--- config.mk ---
export PLATFORM = sky130hd
export DESIGN_NAME = reg_alu
export DESIGN_NICKNAME = d
export VERILOG_FILES = /design/src/rtl/reg_alu.sv
export SDC_FILE = /design/constraint.sdc
export NUM_CORES = 1
export LEC_CHECK = 0
export CORE_AREA = 3 3 138 140
export DETAILED_ROUTE_END_ITERATION = 16
export DIE_AREA = 0 0 141 143
export SLEW_MARGIN = 20
export SYNTH_ARGS = -nofsm -noshare
export SYNTH_HDL_FRONTEND = slang
export SYNTH_SLANG_ARGS = --single-unit
export TNS_END_PERCENT = 100
--- constraint.sdc ---
create_clock -name clk -period 4.3 [get_ports clk]
set_input_delay 0.86 -clock clk [delete_from_list [all_inputs] [get_ports clk]]
set_output_delay 0.86 -clock clk [all_outputs]
set_load 0.02 [all_outputs]
--- src/rtl/reg_alu.sv ---
// Eight-entry 8-bit register file with two combinational read ports and a
// 2-input ALU whose result can be written back through the single write port.
module reg_alu (
  input  logic       clk,
  input  logic       reset,
  input  logic       sel,
  input  logic       wr,
  input  logic [1:0] op,
  input  logic [2:0] rd_addr_a,
  input  logic [2:0] rd_addr_b,
  input  logic [2:0] wr_addr,
  input  logic [7:0] d_in,
  output logic [7:0] d_out_a,
  output logic [7:0] d_out_b,
  output logic       cout
);

  localparam int unsigned DW    = 8;
  localparam int unsigned DEPTH = 8;

  localparam logic [1:0] OP_ADD = 2'b00;
  localparam logic [1:0] OP_SUB = 2'b01;
  localparam logic [1:0] OP_AND = 2'b10;
  localparam logic [1:0] OP_OR  = 2'b11;

  logic [DW-1:0] r_regs [DEPTH];
  logic [DW:0]   w_wide;
  logic [DW-1:0] w_alu_y;
  logic          w_alu_c;
  logic [DW-1:0] w_wdata;

  assign d_out_a = r_regs[rd_addr_a];
  assign d_out_b = r_regs[rd_addr_b];

  // ALU on the two read-port values; subtract is a + ~b + 1 so cout means a >= b.
  always_comb begin
    w_wide  = '0;
    w_alu_y = '0;
    w_alu_c = 1'b0;
    case (op)
      OP_ADD: begin
        w_wide  = {1'b0, d_out_a} + {1'b0, d_out_b};
        w_alu_y = w_wide[DW-1:0];
        w_alu_c = w_wide[DW];
      end
      OP_SUB: begin
        w_wide  = {1'b0, d_out_a} + {1'b0, ~d_out_b} + (DW+1)'(1);
        w_alu_y = w_wide[DW-1:0];
        w_alu_c = w_wide[DW];
      end
      OP_AND:  w_alu_y = d_out_a & d_out_b;
      OP_OR:   w_alu_y = d_out_a | d_out_b;
      default: w_alu_y = '0;
    endcase
  end

  assign cout    = w_alu_c;
  assign w_wdata = sel ? w_alu_y : d_in;

  // Reset wins over write; reads see the new value only after the edge.
  always_ff @(posedge clk) begin
    if (reset) begin
      for (int i = 0; i < DEPTH; i++) r_regs[i] <= '0;
    end else if (wr) begin
      r_regs[wr_addr] <= w_wdata;
    end
  end

endmodule

### Word-level counts from Yosys, hierarchy flattened

Memory sizes are Yosys's and may differ from the RTL's.
Cells that the tools add are included.

| storage, ports and cells | value |
|---|---|
| flip-flop bits (word level) | 0 |
| memory bits (writable) | 64 |
| word-level logic and storage cells | 23 |
| memories | 1 |
| input bits | 23 |

| cells by class | value |
|---|---|
| bitwise operators | 3 |
| add/sub/neg operators | 3 |
| mux-type cells | 11 |
| equality and inequality tests | 3 |
| reduce and logical (&&, ||, !) cells | 2 |

Memories:

| memory | depth | bits a word | rd ports | clocked after memory_dff | wr ports | RTL line | source |
|---|---|---|---|---|---|---|---|
| r_regs | 8 | 8 | 2 | 0 | 8 | 26 | `logic [DW-1:0] r_regs [DEPTH];` |

Operator list:

| operator | number |
|---|---|
| 8-bit case mux with 4 select lines | 1 |
| 8-bit by 8-bit adder with 9-bit output | 2 |
| 8-bit two-way mux | 2 |
| 9-bit by 1-bit adder with 9-bit output (second input constant) | 1 |
| 8-bit bitwise AND | 1 |
| 8-bit NOT | 1 |
| 8-bit OR | 1 |
| 8-bit OR reduction | 1 |
| 1-bit two-way mux | 6 |
| 2-bit == test (second input constant) | 2 |
| 3-bit two-way mux | 1 |
| 2-bit by 1-bit == test with 1-bit output (second input constant) | 1 |
| 2-bit zero test | 1 |
| 1-bit case mux with 2 select lines | 1 |

### Longest topological paths before layout

An unclocked memory read counts as a cell.

| logic depth | value |
|---|---|
| word-level depth | 7 |
| depth in mapped cells | 15 |
| mapped depth without buffers | 12 |

### Worst setup path after synthesis

No wires, ideal clock.

| path | value |
|---|---|
| kind | in2out |
| start | input rd_addr_b[0] |
| end | output cout |
| slack | -0.490 ns |
| arrival | 3.930 ns |
| stages on the path | 14 |
| cells stage by stage | buf_2 -> buf_2 -> mux4_2 -> mux2i_1 -> inv_1 -> ha_1 -> inv_1 -> fa_1 -> nand2b_1 -> a221oi_1 -> nor2_1 -> nor2_1 -> nor4b_1 -> o32ai_1 |

| between the ends | value |
|---|---|
| word-level cells in the longest chain between the ends | 5 |

RTL lines:

| item | RTL line | source |
|---|---|---|
| start: declaration | 10 | `input logic [2:0] rd_addr_b,` |
| memory 8 x 8 bit * | n/a |  |
| net d_out_b[0] | 14 | `output logic [7:0] d_out_b,` |
| 8-bit NOT | 47 | `w_wide = {1'b0, d_out_a} + {1'b0, ~d_out_b} + (DW+1)'(1);` |
| 8-bit by 8-bit adder with 9-bit output | 47 |  |
| 9-bit by 1-bit adder with 9-bit output | 47 |  |
| 1-bit case mux with 2 select lines * | 40 | `case (op)` |
| end: declaration | 15 | `output logic cout` |

The timed path passes the listed nets; every way through them passes the cells marked *.

### Worst setup path in the final report

| path | value |
|---|---|
| start | input rd_addr_a[1] |
| end | output cout |

| between the ends | value |
|---|---|
| word-level cells in the longest chain between the ends | 4 |

RTL lines:

| item | RTL line | source |
|---|---|---|
| start: declaration | 9 | `input logic [2:0] rd_addr_a,` |
| memory 8 x 8 bit * | n/a |  |
| 8-bit by 8-bit adder with 9-bit output | 47 |  |
| 9-bit by 1-bit adder with 9-bit output | 47 |  |
| 1-bit case mux with 2 select lines * | 40 |  |

Every way passes the cells marked *; elsewhere a longest branch is shown, timed or not.

==> summary.txt <==
Synth
  • Synth Area in Compound Gates: 0.08133
  • Synth top area cells: edfxtp_1 43%, mux4_2 16%, ha_1 7.0%
  • Average size of a mapped cell: roughly 11 um^2
  • Most common cell in the synthesized netlist: nor2_1
  • Post-Synth Adder-Cell Area: 0.07881
  • Synth top area share: 0.4293
  • Synth unique cells: 53
  • Number of synthesized register bits: 64
  • Largest family of logic cells by synthesized area: multiplexers
  • Area leader, netlist: edfxtp_1
  • Mapped Nets: 440
  • Number of synthesized flops with an enable pin: between 60 and 70
  • Mapped Area: roughly 4500 um^2
  • Cells after Synth: 390
  • Register area share after synthesis: 0.4293
  • Synth Flop Type: edfxtp_1
  • Synth warn: 0
  • Xor and xnor area share after synthesis: 0.003913
  • Async set-reset flop share out of synthesis: 0
  • Post-Synth Simple-Gate Area: 0.1470
  • Synth top cells by count: 74 x nor2_1, 64 x edfxtp_1, 32 x mux4_2
  • Post-synthesis mux area share: 0.2138

Clocking
  • CTS tree: done
  • Reg clk slew, reported paths: approximately 0.05 ns
  • Total CTS buffers: 9
  • CTS H-tree lvls: 3
  • Clock Sinks: 64
  • Worst-case clock buffer depth: 2
  • Root Buffer: clkbuf_16
  • Hold_buf cts: 0
  • Clk_lat worst skew: 0.32 ns

Route
  • Post-route ant nets: 0
  • DR vias/cell: 4.755
  • Wirelength per Cell: 16.74 um
  • Drt pass-1 iters: 5
  • DR iter-0 viols: 220
  • DR vias: 3590
  • Routed WL: 12640 um
  • DR DRC count: 0

Global route
  • Global route total overflow: 0
  • Met3 usage: 0.01942
  • Gr busiest metal: met2
  • GRT met1 Usage: 0.1662
  • Met2 track demand over resource: 0.2205
  • Initial antenna violation count: 0
  • Pin count of the biggest net entering global routing: 22
  • GRT Overall Usage: 0.1290
  • Wire length of the first global-routing pass: 20420 um
  • Vias in the first global route: 3861

Layout
  • Nets: 573
  • # diodes: 0
  • # fillers: 1729
  • Synthesis-to-finish area growth: 42.48%
  • Core Util, Final: 0.3551
  • Final cell count without fillers: 755
  • Share of cells above drive strength 1: 0.3498
  • Biggest register: r_regs
  • Max reg flops: 64
  • Regs by FF count: r_regs: 64 flops

Worst setup path
  • Arr. time, crit path: 3.38 ns
  • Cells on worst reg2reg path: 17
  • Sequence of cells on the critical path: dlygate4sd2_1, buf_12, mux4_2, mux2i_4, inv_2, ha_1, inv_1, fa_1, nor2b_1, o31a_1, o21ai_2, nor3b_2, o32ai_2, buf_4
  • Slowest CP cell: mux4_2
  • Crit path launch type: primary input
  • CP Depth: 14
  • Critical Path Max Stage Delay: 0.32 ns
  • Setup crit end: cout
  • WS Path Type: primary input to output port
  • Critical-path maximum fanout: 9
  • Reg-to-reg endpoint: r_regs[4][6]
  • Buf+Inv Stages, Crit Path: 5
  • Worst R2R Start: r_regs[3][0]
  • Family with the most delay on the worst path: buffers and inverters
  • Reg2reg setup slack: between 0.5 and 0.6 ns
  • Worst EP required: 3.44 ns
  • Worst setup path startpoint: rd_addr_a[1]
  • CP Capture Type: output port

Placed design
  • IO buf count: 39
  • Pre-CTS WS: -0.9483 ns
  • DPL Wire Length: approximately 9800 um
  • GP Congestion: 0.8772
  • Inst Count DP: 722

Timing
  • Final Worst Setup Slack: 0.05559 ns
  • Final Hold Vio Count: 0
  • Final worst path period need: 4.244 ns
  • Max-Slew Margin vs Limit: 0.5746
  • RSZ-0062 raised after global routing: true
  • # setup viols final: 0
  • Max Slew Vio Count: 0
  • Max Fclk: 0.2356 GHz
  • Max Clock Skew: 0.008132 ns
  • Fin crit share: 0.9871
  • Least-Margin Pin Slew: ~0.64 ns

Pwr
  • Pwr dens: roughly 340 nW/um^2
  • Leak: 2.559 nW
  • Design Power: ~2.2 mW
  • IR drop worst, VDD: 0.0001492 V

Min path
  • HP Class: primary input to flop

Die
  • I/O pin count: 40
  • Core area: roughly 18000 um^2
  • Die area: 20160 um^2
  • Cell row count: 49
  • Initial Util: 0.2492
  • Die Height: 143 um
  • Die X-Extent: 141 um

Flow run
  • Max-Cap Viols: 0

Outcome
  • Status: finished, final reports clean
==> per-stage QoR <==
step	hold WS [ns]	setup TNS [ns]	area, um^2
after floorplan	1.181	0	4526
after global placement	1.542	-6.682	5779
after detailed placement	1.541	-8.471	5779
after CTS	1.410	-0.007007	6319
after global routing	1.459	-0.1252	6379
final	1.410	0	6379
==> worst min path at each step <==
stage / from / to / slack (ns) / cells after the start
after floorplan: d_in[7] / r_regs[0][7] / 1.18 / 2
after global placement: r_regs[0][3] / r_regs[2][3] / 1.54 / 9
after detailed placement: r_regs[4][3] / r_regs[0][3] / 1.54 / 9
after CTS: d_in[7] / r_regs[2][7] / 1.41 / 3
after global routing: d_in[2] / r_regs[1][2] / 1.46 / 4
final: d_in[7] / r_regs[6][7] / 1.41 / 3
==> layout make-up <==
cell class	instances	area, um^2	share of cell area
Clock buffer	10	229.0	0.03590
Timing Repair Buffer	144	1267	0.1987
Multi-Input combinational cell	276	2497	0.3915
Clock inverter	4	71.32	0.01118
Tap cell	229	286.5	0.04492
Sequential cell	64	1922	0.3013
Inverter	28	105.1	0.01648
==> tightest hold or removal path, cell delays in order <==
cell and delay, ns:
clkdlybuf4s50_1 0.45, nor2_1 0.13, nor3_1 0.15
==> timing repair <==
item | CTS | global route
buffers inserted | 18 | 1
pin swaps | 10 | 2
resized for setup | 44 | 7
setup endpoints to repair | 9 | 9
==> power breakdown <==
group,switching (mW),total [mW],internal (mW)
clock,0.244,0.742,0.498
combinational,0.346,0.716,0.370
sequential,0.0174,0.735,0.717
==> cell usage in the layout (no fill, tap or decap), drive strengths merged, types with 2 or more instances in the layout <==
cell type      count
clkbuf            10
a21oi             14
o211ai             3
mux2i             21
xnor2              2
mux4              32
buf              108
a211oi             5
dlygate4sd2        2
nand3              4
ha                25
and3b              2
clkdlybuf4s50     34
nor4               2
inv               28
nand4              2
nor2              75
mux2               2
nor3b              3
nor3               9
nor2b              7
o22ai              2
fa                 2
bufinv             2
nand2b            11
o21ai             10
a31oi              2
nand2             19
edfxtp            64
==> per-layer routing <==
| layer | vias to the layer above | wire length, um |
|---|---|---|
| li1 | 1710 | - |
| met1 | 1772 | 5506 |
| met2 | 96 | 6321 |
| met3 | 12 | 597 |
| met4 | 0 | 210 |
| met5 | - | 0 |
==> kinds of logic (layout without fill, tap and decap cells) <==
group	after synthesis	in the layout
AND/OR/NAND/NOR	141	141
flip-flops	64	64
multiplexers	55	55
AO/OA/AOI/OAI	51	51
buffers and inverters	50	186
adder cells (fa/ha/maj)	27	27
XOR/XNOR	2	2
Note: power is estimated with default switching activity, not from simulation.
